`src/rtl/pipeline_hazard_controller.sv`:
```
// Pipeline sequencing for a 5-stage core: RAW bubbles, taken-redirect squash,
// global freeze, stall/flush performance counters and a stall watchdog.
module pipeline_hazard_controller #(
    parameter int unsigned FORWARDING = 1,
    parameter int unsigned CNT_W      = 32,
    parameter int unsigned MAX_STALL  = 16
) (
    input  logic             clk,
    input  logic             rst_n,
    input  logic             cpu_en,
    input  logic             mem_busy,
    input  logic [4:0]       id_rs,
    input  logic [4:0]       id_rt,
    input  logic             id_usesRs,
    input  logic             id_usesRt,
    input  logic [4:0]       ex_registerWriteAddress,
    input  logic             ex_ifWriteRegsFile,
    input  logic             ex_memOutOrAluOutWriteBackToRegFile,
    input  logic [4:0]       mem_registerWriteAddress,
    input  logic             mem_ifWriteRegsFile,
    input  logic             ex_shouldJumpOrBranch,
    output logic             pipe_en,
    output logic             pc_write_en,
    output logic             pc_select_branch,
    output logic             if_id_write_en,
    output logic             if_id_flush,
    output logic             id_shouldStall,
    output logic [CNT_W-1:0] stall_cycles,
    output logic [CNT_W-1:0] flush_count,
    output logic             stall_timeout
);

    localparam int unsigned ConsecW = $clog2(MAX_STALL + 1);
    localparam logic [ConsecW-1:0] ConsecMax = ConsecW'(MAX_STALL);

    typedef enum logic [2:0] {StInit, StRun, StStall, StFlush, StFrozen} state_e;

    state_e             state_q, state_d;
    logic [CNT_W-1:0]   stall_cycles_q, stall_cycles_d;
    logic [CNT_W-1:0]   flush_count_q, flush_count_d;
    logic [ConsecW-1:0] consec_q, consec_d;
    logic               timeout_q, timeout_d;

    logic ex_match, mem_match, hz, freeze, redirect;

    always_comb begin
        ex_match = ex_ifWriteRegsFile &&
            ((id_usesRs && (id_rs != 5'd0) && (id_rs == ex_registerWriteAddress)) ||
             (id_usesRt && (id_rt != 5'd0) && (id_rt == ex_registerWriteAddress)));
        mem_match = mem_ifWriteRegsFile &&
            ((id_usesRs && (id_rs != 5'd0) && (id_rs == mem_registerWriteAddress)) ||
             (id_usesRt && (id_rt != 5'd0) && (id_rt == mem_registerWriteAddress)));
        // With forwarding only a load in EX cannot supply its result in time.
        hz = (FORWARDING != 0) ? (ex_memOutOrAluOutWriteBackToRegFile && ex_match)
                               : (ex_match || mem_match);
        freeze   = !cpu_en || mem_busy;
        redirect = ex_shouldJumpOrBranch;
    end

    always_comb begin
        pipe_en          = 1'b0;
        pc_write_en      = 1'b0;
        pc_select_branch = 1'b0;
        if_id_write_en   = 1'b0;
        if_id_flush      = 1'b0;
        id_shouldStall   = 1'b0;
        state_d          = state_q;
        stall_cycles_d   = stall_cycles_q;
        flush_count_d    = flush_count_q;
        consec_d         = consec_q;

        if (state_q == StInit) begin
            state_d = StRun;
        end else if (freeze) begin
            state_d = StFrozen;
        end else if (redirect) begin
            pipe_en          = 1'b1;
            pc_write_en      = 1'b1;
            pc_select_branch = 1'b1;
            if_id_write_en   = 1'b1;
            if_id_flush      = 1'b1;
            id_shouldStall   = 1'b1;
            state_d          = StFlush;
            if (flush_count_q != '1) flush_count_d = flush_count_q + CNT_W'(1);
        end else if (hz) begin
            pipe_en        = 1'b1;
            id_shouldStall = 1'b1;
            state_d        = StStall;
            if (stall_cycles_q != '1) stall_cycles_d = stall_cycles_q + CNT_W'(1);
            if (consec_q < ConsecMax) consec_d = consec_q + ConsecW'(1);
        end else begin
            pipe_en        = 1'b1;
            pc_write_en    = 1'b1;
            if_id_write_en = 1'b1;
            state_d        = StRun;
            consec_d       = '0;
        end

        timeout_d = timeout_q || (consec_d == ConsecMax);
    end

    always_ff @(posedge clk or negedge rst_n) begin
        if (!rst_n) begin
            state_q        <= StInit;
            stall_cycles_q <= '0;
            flush_count_q  <= '0;
            consec_q       <= '0;
            timeout_q      <= 1'b0;
        end else begin
            state_q        <= state_d;
            stall_cycles_q <= stall_cycles_d;
            flush_count_q  <= flush_count_d;
            consec_q       <= consec_d;
            timeout_q      <= timeout_d;
        end
    end

    assign stall_cycles  = stall_cycles_q;
    assign flush_count   = flush_count_q;
    assign stall_timeout = timeout_q;

endmodule

```
`config.mk`:
```
export PLATFORM = sky130hd
export DESIGN_NAME = pipeline_hazard_controller
export DESIGN_NICKNAME = d
export VERILOG_FILES = /design/src/rtl/pipeline_hazard_controller.sv
export SDC_FILE = /design/constraint.sdc
export NUM_CORES = 1
export LEC_CHECK = 0
export CELL_PAD_IN_SITES_DETAIL_PLACEMENT = 0
export CELL_PAD_IN_SITES_GLOBAL_PLACEMENT = 1
export CORE_MARGIN = 10
export CORE_UTILIZATION = 37
export CTS_CLUSTER_DIAMETER = 30
export DETAILED_ROUTE_END_ITERATION = 8
export PLACE_DENSITY = 0.8
export SYNTH_ARGS = -nofsm -noshare
export SYNTH_HDL_FRONTEND = slang
export SYNTH_SLANG_ARGS = --single-unit
```
`constraint.sdc`:
```
create_clock -name clk -period 2.5 [get_ports clk]
set_input_delay 0.375 -clock clk [delete_from_list [all_inputs] [get_ports clk]]
set_output_delay 0.375 -clock clk [all_outputs]
set_load 0.005 [all_outputs]
```
==> key figures, run 1 <==
Run status
  – Status: complete, no violations

STA
  – Skew final: 11.24 ps
  – Unrepaired setup endpoints after global routing: no
  – Hold Violations, Final: 0
  – Worst slew pin tran: 935.8 ps
  – Crit share post-route: 0.9447
  – Hold Worst Slack: 156.2 ps
  – Worst rel slew slack: 0.3761
  – Final setup viols: 0
  – Slew Limit Fails: 0
  – Max Freq: 423.4 MHz
  – Min cycle time layout: 2362 ps

Power and ir drop
  – Leak: 2.317 nW
  – Pwr Density: 516.5 nW/um^2
  – Peak VDD IR: 0.0002870 V

Clock tree
  – CTS root buf: clkbuf_8
  – CTS Buf Count: 9
  – CTS tree: done
  – Worst skew pair latency: 350 ps
  – Clock buffer depth: 2
  – CTS Hold Buffers Added: 0
  – Setup repair bufs after CTS: 0
  – H-tree Lvls: 3
  – Clock slew at reported path FFs: 80 ps
  – Clock sink count: 73

Final layout
  – Fill count: 903
  – Layout cell share with drive strength beyond 1: 0.1172
  – Final #Nets: 507
  – Finished Core Util: 0.5338
  – Area growth, synth to finish: 41.24%
  – Antenna cells: 0

Route
  – Total number of vias: 3,060
  – Detailed Route WL: 9.428 mm
  – Post-route ant nets: 0
  – Initial drt markers: 128
  – Drt pass-1 iters: 6
  – Average routed wire per standard cell: 15.43 um
  – Vias/cell: 5.008
  – DRC errors left: 0

Logic synthesis
  – Main flop type after synthesis: dfrtp_1
  – Post-Synthesis Cells: 356
  – Syn Area/Cell: 10.33 um^2
  – Simple-Gate Fraction of Synth Area: 0.2528
  – FFs w/ async S/R, synth: 1.000
  – XOR/XNOR Fraction of Synth Area: 0.1691
  – Post-synthesis sequential area ratio: 0.4968
  – Yosys reg bits: 73
  – Syn. warnings: 0
  – Largest family of logic cells by synthesized area: simple AND/OR/NAND/NOR gates
  – Syn nets: 389
  – Number of synthesized flops with an enable pin: 0
  – Distinct cells, synth: 48
  – Synth Area in Compound Gates: 0.04355
  – Post-Synth Adder-Cell Area: 0.01021
  – Synth Cell Area: 3677 um^2
  – Mux cell area share after synthesis: 0.008847

Floorplanning
  – Die H: 119.7 um
  – Die Footprint: 14,330 um^2
  – FP Rows: 36
  – Core Footprint: 9729 um^2
  – Chip Width: 119.7 um
  – Starting Density: 0.3780
  – IO Pins: 101

Global route
  – Vias in the first global route: 3,152
  – Largest net degree at the start of global routing: 74
  – GRT overflow: 0
  – Initial antenna violation count: 0
  – GRT Total Usage: 0.1349
  – First-pass GRT wire length: 15.96 mm

Place
  – I/O Buffers: 94
  – RD Place Congestion: 0.7785
  – Final HPWL DP: 7.142 mm

Job
  – Max-cap viol count: 0

Setup path
  – Worst path arrival time: 1990 ps
  – R2R depth: 6
  – Most used cell, CP: clkdlybuf4s50_1
  – CP delay by family, top: buffers and inverters
  – Kind of start point of the critical path: primary input
  – Critical-path top delay cell: clkdlybuf4s50_1
  – Type of the worst setup path: primary input to primary output
  – CP Buf/Inv Count: 3
  – WP data required: 2120 ps
  – Max FO, Critical Path: 5
  – RR Startpoint: stall_cycles[13]
  – Critical-path cell list: clkdlybuf4s50_1, nand3b_1, nor2_1, buf_4, clkdlybuf4s50_1
  – CP endpoint kind: primary output
  – R2R Setup Slk: 260 ps
  – Largest stage delay, worst path: 560 ps
  – RR Endpoint: stall_cycles[1]

Hold path
  – Worst hold-check path type: primary input to async pin
per-layer routing:
layer  track usage  wire length, um  vias to the layer above
met1        0.1660             4141                     1475
met4       0.05882              201                        0
li1              -                -                     1494
met2        0.2094             4458                       75
met5             0                0                        -
met3       0.04782              627                       16
worst reg2reg max path, delay by kind of cell (launching register included):
kind	cells	cell delay, ps
DFF	1	430
muxes	1	320
and+or+nand+nor	5	1360
registers in the layout, summed over array words and instances (netlist names):
name           cells
stall_cycles      32
state_q            3
flush_count       32
stall_timeout      1
consec_q           5
kinds of logic after synthesis:
kind of cell | after synthesis
compound gates | 23
xor+xnor | 71
fa+ha+maj | 3
buf+inv | 14
flops | 73
mux | 3
simple gates | 169
power breakdown:
part	internal [W]	switching [W]
sequential	0.00122	0.0000603
clock	0.000685	0.000444
combinational	0.000161	0.000111
repair_timing:
item | in CTS | in global routing
resized for setup | 15 | 1
hold endpoints to repair | 0 | 0
endpoints found under the setup margin | 3 | 2
pin swaps | 7 | 0
cells in the final DEF (no fill, tap or decap), drive strengths merged, types with 8 or more instances in the layout:
master / instances
clkbuf: 10
nand3: 29
xnor2: 37
buf: 21
nand4: 20
and2: 10
xor2: 34
nor3: 14
nor4: 9
clkdlybuf4s50: 90
nand2: 31
dfrtp: 73
and3: 12
nor2: 24
and4: 8
synth_stat cells, types with 2 or more instances:
master    number  area share
dfrtp_1       73        0.50
xnor2_1       37       0.088
xor2_1        34       0.081
nand2_1       30       0.031
nand3_1       29       0.039
nor2_1        24       0.024
nand4_1       19       0.032
nor3_1        13       0.018
and3_1        12       0.020
and2_1        10       0.017
nor4_1         9       0.015
and4_1         7       0.017
inv_1          7      0.0071
o21ai_0        5      0.0068
or3_1          4      0.0068
a21o_1         3      0.0061
a21oi_1        3      0.0041
clkbuf_1       3      0.0031
ha_1           3       0.010
buf_4          2      0.0041
or2_2          2      0.0034
metrics by stage:
stage	power [W]	cells	TNS [ps]	cell area (um^2)	setup slack, ps
6_report	0.002683	611	0	5194	138.4
5_1_grt	0.002800	611	0	5194	20.55
4_1_cts	0.002718	611	0	5189	84.17
3_5_place_dp	0.001579	596	-506.1	4902	-174.8
3_3_place_gp	0.001567	596	-426.7	4902	-142.6
2_1_floorplan	0.001379	356	0	3677	221.2
area by class of cell:
type	count	area, um^2	share of cell area
multi-input cells	269	1836	0.3534
flip-flops and latches	73	1827	0.3517
repair buffers	114	1097	0.2113
well taps	133	166.4	0.03204
clock buffers	10	137.6	0.02650
clock inverters	5	103.9	0.02000
inverters	7	26.28	0.005059
how the worst max path moves through the flow:
stage                     slack [ps]              end                  start  cells past startpoint
final                            140      if_id_flush  ex_shouldJumpOrBranch                      5
after global routing              20      if_id_flush  ex_shouldJumpOrBranch                      5
after CTS                         80      if_id_flush             state_q[1]                      4
after detailed placement        -170   if_id_write_en               id_rs[0]                      7
after global placement          -140      pc_write_en               id_rs[0]                      7
after floorplan                  220  stall_cycles[1]       stall_cycles[12]                      8
No activity file was read; power rests on OpenSTA's default activity.
==> run 2, diff against run 1 <==
CORE_MARGIN = 2   (was 10)
==> key figures, run 2 (synthesis gave the netlist of run 1 again) <==
Run status
  – Status: complete, no violations (unchanged)

Clock tree
  – Setup repair bufs after CTS: 0 (unchanged)
  – Clock slew at reported path FFs: 80 ps (about the same)
  – Clock sink count: 73 (unchanged)
  – CTS tree: done (unchanged)
  – CTS Hold Buffers Added: 0 (unchanged)
  – H-tree Lvls: 3 (unchanged)
  – Clock buffer depth: 2 (unchanged)
  – CTS root buf: clkbuf_8 (unchanged)
  – Worst skew pair latency: 330 ps (was 350 ps)
  – CTS Buf Count: 9 (unchanged)

Floorplanning
  – Chip Width: 103.7 um (was 119.7 um)
  – Core Footprint: 9729 um^2 (unchanged)
  – Die H: 103.7 um (was 119.7 um)
  – FP Rows: 36 (unchanged)
  – Die Footprint: 10,750 um^2 (was 14,330 um^2)
  – Starting Density: 0.3780 (unchanged)
  – IO Pins: 101 (unchanged)

Final layout
  – Most frequent cells in the layout: 88 x clkdlybuf4s50_1, 73 x dfrtp_1, 37 x xnor2_1, 34 x xor2_1, 29 x nand2_1 (was 90 x clkdlybuf4s50_1, 73 x dfrtp_1, 37 x xnor2_1, 34 x xor2_1, 30 x nand2_1)
  – Layout cell share with drive strength beyond 1: 0.1153 (was 0.1172)
  – Finished Core Util: 0.5257 (was 0.5338)
  – Antenna cells: 0 (unchanged)
  – Fill count: 914 (was 903)
  – Most common cell after layout, fill and taps aside: clkdlybuf4s50_1 (unchanged)
  – Seq. cell area: 1827 um^2 (unchanged)
  – Area of the multi-input gates: 1838 um^2 (was 1836 um^2)
  – Area growth, synth to finish: 39.10% (was 41.24%)
  – Fin cells: 610 (was 611)
  – Final #Nets: 507 (unchanged)

Setup path
  – RR Endpoint: stall_cycles[1] (unchanged)
  – Kind of start point of the critical path: primary input (unchanged)
  – Type of the worst setup path: primary input to primary output (unchanged)
  – R2R depth: 6 (unchanged)
  – R2R Setup Slk: 270 ps (was 260 ps)
  – CP endpoint kind: primary output (unchanged)
  – WP data required: 2120 ps (about the same)
  – Max FO, Critical Path: 5 (unchanged)
  – Worst path arrival time: 1950 ps (was 1990 ps)
  – Crit. Startpoint: ex_shouldJumpOrBranch (unchanged)
  – RR Startpoint: stall_cycles[13] (unchanged)

Route
  – Total number of vias: 3,038 (was 3,060)
  – Post-route ant nets: 0 (unchanged)
  – Initial drt markers: 85 (was 128)
  – Detailed Route WL: 8.634 mm (was 9.428 mm)
  – Vias/cell: 4.980 (was 5.008)
  – DRC errors left: 0 (unchanged)
  – Drt pass-1 iters: 4 (was 6)
  – Average routed wire per standard cell: 14.15 um (was 15.43 um)

Power and ir drop
  – Clock power frac: 0.329 (was 0.421)
  – Leak: 2.281 nW (was 2.317 nW)
  – Sw Share: 0.2544 (was 0.2297)
  – Switching power: 0.0005879 W (was 0.0006162 W)
  – Peak VDD IR: 0.0002176 V (was 0.0002870 V)
  – Combinational power share: 0.116 (was 0.102)
  – Seq pwr share: 0.555 (was 0.477)
  – Pint: 0.001723 W (was 0.002067 W)
  – Pwr Density: 451.8 nW/um^2 (was 516.5 nW/um^2)
  – Design Power: 0.002311 W (was 0.002683 W)

Global route
  – Largest net degree at the start of global routing: 74 (unchanged)
  – Initial antenna violation count: 0 (unchanged)
  – GRT Total Usage: 0.1675 (was 0.1349)
  – First-pass GRT wire length: 14.75 mm (was 15.96 mm)
  – GRT overflow: 0 (unchanged)
  – Vias in the first global route: 3,035 (was 3,152)

STA
  – Max Freq: 429.4 MHz (was 423.4 MHz)
  – Unrepaired setup endpoints after global routing: no (unchanged)
  – Worst slew pin tran: 915.6 ps (was 935.8 ps)
  – Slew Limit Fails: 0 (unchanged)
  – Worst rel slew slack: 0.3896 (was 0.3761)
  – Min cycle time layout: 2329 ps (was 2362 ps)
  – Crit share post-route: 0.9316 (was 0.9447)
  – Skew final: 8.444 ps (was 11.24 ps)
  – Hold Violations, Final: 0 (unchanged)
  – Final setup viols: 0 (unchanged)

Place
  – Final HPWL DP: 6.355 mm (was 7.142 mm)
  – I/O Buffers: 94 (unchanged)
  – RD Place Congestion: 0.7740 (was 0.7785)
  – Post-Place Cells: 596 (unchanged)

Job
  – Max-cap viol count: 0 (unchanged)

Hold path
  – Worst hold-check path type: primary input to async pin (unchanged)
run 2: power by group through the flow:
stage / logic, W / registers [W] / clock network [W]
3_5_place_dp: 0.000267 / 0.00131 / 0
5_1_grt: 0.000295 / 0.00129 / 0.000840
2_1_floorplan: 0.0000889 / 0.00129 / 0
3_3_place_gp: 0.000257 / 0.00130 / 0
6_report: 0.000267 / 0.00128 / 0.000760
4_1_cts: 0.000273 / 0.00128 / 0.000784
run 2: worst max-delay path by stage:
stage                             endpoint  cells after the start  slack (ps)
after global routing           if_id_flush                      5          70
final                     pc_select_branch                      5         170
after CTS                 pc_select_branch                      5         150
after floorplan            stall_cycles[1]                      8         220
after global placement         pc_write_en                      7        -160
after detailed placement    id_shouldStall                      7        -210
run 2: area by class of cell:
| type | count | area share |
|---|---|---|
| multi-input cells | 269 | 0.3593 |
| flip-flops and latches | 73 | 0.3571 |
| repair buffers | 114 | 0.2165 |
| well taps | 133 | 0.03253 |
| clock buffers | 10 | 0.02495 |
| inverters | 7 | 0.005137 |
| clock inverters | 4 | 0.004403 |
run 2: critical path, stage by stage:
cell and delay [ps]:
clkdlybuf4s50_1 570, nand3b_1 140, nor2_1 210, buf_4 160
clkdlybuf4s50_1 500
run 2: what timing repair did:
item | CTS | global route
setup endpoints to repair | 3 | 0
endpoints found under the hold margin | 0 | 0
gates resized for setup | 19 | 0
run 2: per-stage QoR:
stage                     hold slack (ps)  cell area [um^2]  setup WS (ps)  setup TNS (ps)
final                               169.4              5115          171.0               0
after global placement              461.3              4915         -156.7          -509.6
after CTS                           213.6              5115          147.5               0
after detailed placement            459.6              4915         -212.7           -1171
after global routing                244.6              5115          74.21               0
after floorplan                     79.41              3677          221.2               0
run 2: layer usage:
layer | vias up | track usage | routed length, um
li1 | 1492 | - | -
met2 | 75 | 0.2857 | 4304
met3 | 9 | 0.03461 | 432
met1 | 1462 | 0.2104 | 3798
met5 | - | 0 | 0
met4 | 0 | 0.06081 | 99
==> run 3, diff against run 2 <==
ABC_CLOCK_PERIOD_IN_PS = 3000   (was unset)
CORE_UTILIZATION = 40   (was 37)
HOLD_SLACK_MARGIN = 0.02   (was unset)
PLACE_DENSITY = 0.86   (was 0.8)
clock period = 3 ns   (was 2.5 ns; I/O delays follow)
==> key figures, run 3 (synthesis gave the netlist of run 1 again) <==
Clock tree
  – H-tree Lvls: 3 (unchanged)
  – CTS root buf: clkbuf_8 (unchanged)
  – CTS Buf Count: 9 (unchanged)
  – CTS tree: done (unchanged)
  – Clock sink count: 73 (unchanged)
  – Clock slew at reported path FFs: 80 ps (about the same)
  – Clock buffer depth: 2 (unchanged)
  – Worst skew pair latency: 350 ps (was 330 ps)
  – Setup repair bufs after CTS: 0 (unchanged)

Global route
  – Vias in the first global route: 2,981 (was 3,035)
  – Largest net degree at the start of global routing: 38 (was 74)
  – GRT Total Usage: 0.1798 (was 0.1675)
  – GRT overflow: 0 (unchanged)
  – First-pass GRT wire length: 14.34 mm (was 14.75 mm)
  – Initial antenna violation count: 0 (unchanged)

Power and ir drop
  – Seq pwr share: 0.461 (was 0.555)
  – Pint: 0.001784 W (was 0.001723 W)
  – Pwr Density: 456.3 nW/um^2 (was 451.8 nW/um^2)
  – Clock power frac: 0.444 (was 0.329)
  – Combinational power share: 0.095 (was 0.116)
  – Leak: 2.251 nW (was 2.281 nW)
  – Switching power: 0.0005215 W (was 0.0005879 W)
  – Peak VDD IR: 0.0002901 V (was 0.0002176 V)
  – Sw Share: 0.2262 (was 0.2544)

Setup path
  – Type of the worst setup path: primary input to primary output (unchanged)
  – Largest stage delay, worst path: 500 ps (was 570 ps)
  – Critical-path top delay cell: clkdlybuf4s50_1 (unchanged)
  – RR Startpoint: stall_cycles[12] (was stall_cycles[13])
  – CP delay by family, top: buffers and inverters (unchanged)
  – Critical-path cell list: clkdlybuf4s50_1, or2_2, o21ai_0, nand3_2, nand2_1, o21a_1, clkdlybuf4s50_1 (was clkdlybuf4s50_1, nand3b_1, nor2_1, buf_4, clkdlybuf4s50_1)
  – Worst path arrival time: 2350 ps (was 1950 ps)
  – CP Buf/Inv Count: 2 (was 3)
  – RR Endpoint: stall_cycles[1] (unchanged)
  – Most used cell, CP: clkdlybuf4s50_1 (unchanged)
  – CP endpoint kind: primary output (unchanged)
  – Max FO, Critical Path: 4 (was 5)
  – WP data required: 2550 ps (was 2120 ps)
  – R2R Setup Slk: 460 ps (was 270 ps)
  – R2R depth: 6 (unchanged)
  – Kind of start point of the critical path: primary input (unchanged)

Floorplanning
  – Die Footprint: 9976 um^2 (was 10,750 um^2)
  – Starting Density: 0.4176 (was 0.3780)
  – Core Footprint: 8806 um^2 (was 9729 um^2)
  – FP Rows: 34 (was 36)
  – Chip Width: 99.88 um (was 103.7 um)
  – IO Pins: 101 (unchanged)
  – Die H: 99.88 um (was 103.7 um)

Final layout
  – Fin cells: 575 (was 610)
  – Seq. cell area: 1827 um^2 (unchanged)
  – Layout cell share with drive strength beyond 1: 0.07709 (was 0.1153)
  – Finished Core Util: 0.5739 (was 0.5257)
  – Most frequent cells in the layout: 93 x clkdlybuf4s50_1, 73 x dfrtp_1, 37 x xnor2_1, 34 x xor2_1, 30 x nand2_1 (was 88 x clkdlybuf4s50_1, 73 x dfrtp_1, 37 x xnor2_1, 34 x xor2_1, 29 x nand2_1)
  – Area of the multi-input gates: 1790 um^2 (was 1838 um^2)
  – Most common cell after layout, fill and taps aside: clkdlybuf4s50_1 (unchanged)
  – Post-route cell area: 5054 um^2 (was 5115 um^2)
  – Final #Nets: 495 (was 507)
  – Fill count: 757 (was 914)
  – Antenna cells: 0 (unchanged)
  – Area growth, synth to finish: 37.43% (was 39.10%)

STA
  – Setup TNS: 0 ps (unchanged)
  – Crit share post-route: 0.9341
  – Final worst slack: 197.6 ps (was 171.0 ps)
  – Skew final: 10.97 ps (was 8.444 ps)
  – Min cycle time layout: 2802 ps
  – Max Freq: 356.8 MHz
  – Worst slew pin tran: 863.8 ps (was 915.6 ps)
  – Hold Violations, Final: 0 (unchanged)
  – Unrepaired setup endpoints after global routing: no (unchanged)
  – Final setup viols: 0 (unchanged)
  – Slew Limit Fails: 0 (unchanged)
  – Worst rel slew slack: 0.4241 (was 0.3896)

Route
  – Drt pass-1 iters: 4 (unchanged)
  – Average routed wire per standard cell: 14.74 um (was 14.15 um)
  – Vias/cell: 5.254 (was 4.980)
  – M1 wire length: 3.851 mm (was 3.798 mm)
  – Routed wl met2: 4.064 mm (was 4.304 mm)
  – Detailed Route WL: 8.476 mm (was 8.634 mm)
  – DR top layer: met4 (unchanged)
  – DR WL met3: 453 um (was 432 um)
  – DRC errors left: 0 (unchanged)
  – Post-route ant nets: 0 (unchanged)
  – Initial drt markers: 97 (was 85)
  – Total number of vias: 3,021 (was 3,038)

Place
  – I/O Buffers: 94 (unchanged)
  – DP Area: 4778 um^2 (was 4915 um^2)
  – Final HPWL DP: 6.300 mm (was 6.355 mm)
  – Placement Setup Slack: 168.5 ps (was -212.7 ps)
  – Post-Place Cells: 559 (was 596)
  – RD Place Congestion: 0.8018 (was 0.7740)

Hold path
  – Worst hold-check path type: primary input to async pin (unchanged)

Job
  – Max-cap viol count: 0 (unchanged)

Run status
  – Status: complete, no violations (unchanged)
## run 3: cell count changes in the layout (fill, tap and decap cells not counted), sizes merged
cell and change:
buf -12, bufinv +4, clkbuf -1, clkdlybuf4s50 +5, clkinvlp -1, dlygate4sd2 -5
## run 3: how the worst max path moves through the flow
stage                                  to  depth (start not counted)  slack (ps)                       start
after floorplan           stall_cycles[1]                          8         720            stall_cycles[12]
after CTS                     pc_write_en                          7         170  ex_registerWriteAddress[4]
final                      id_shouldStall                          7         200  ex_registerWriteAddress[4]
after detailed placement      pc_write_en                          7         170  ex_registerWriteAddress[4]
after global routing       id_shouldStall                          7          40  ex_registerWriteAddress[4]
after global placement        pc_write_en                          7         170  ex_registerWriteAddress[4]
## run 3: final cells by class
class	count	share of cell area
Clock buffer	9	0.02451
Clock inverter	7	0.02822
Inverter	7	0.005199
Multi-Input combinational cell	269	0.3543
Sequential cell	73	0.3615
Tap cell	108	0.02674
Timing Repair Buffer	102	0.1996
## run 3: repair_timing
item / CTS / global route
endpoints found under the setup margin: 0 / 2
resized for setup: 0 / 2
hold buffers: 0 / 0
## run 3: power by group through the flow
stage / Clock [W] / Sequential [W] / Combinational, W
after global routing: 0.00109 / 0.00107 / 0.000242
after floorplan: 0 / 0.00108 / 0.0000741
final: 0.00102 / 0.00106 / 0.000220
after CTS: 0.00104 / 0.00106 / 0.000222
after detailed placement: 0 / 0.00108 / 0.000222
after global placement: 0 / 0.00108 / 0.000221
## run 3: stage by stage
stage / total power [W] / hold slack, ps
finish: 0.002306 / 213.1
global route: 0.002401 / 281.0
CTS: 0.002329 / 238.1
detailed placement: 0.001304 / 462.9
global placement: 0.001298 / 456.4
floorplan: 0.001149 / 154.4
## run 3: layer usage
metal	vias to the layer above	global-route usage
li1	1469	-
met2	80	0.2957
met4	0	0.06006
met3	8	0.04039
met5	-	0
met1	1464	0.2365
## run 3: worst reg2reg max path, stage by stage, from the launching register on
cell and delay [ps]:
dfrtp_1 460, and4_4 300, nand4_4 140, or3_1 530
or3_1 530, nand2_4 140, mux2_1 330
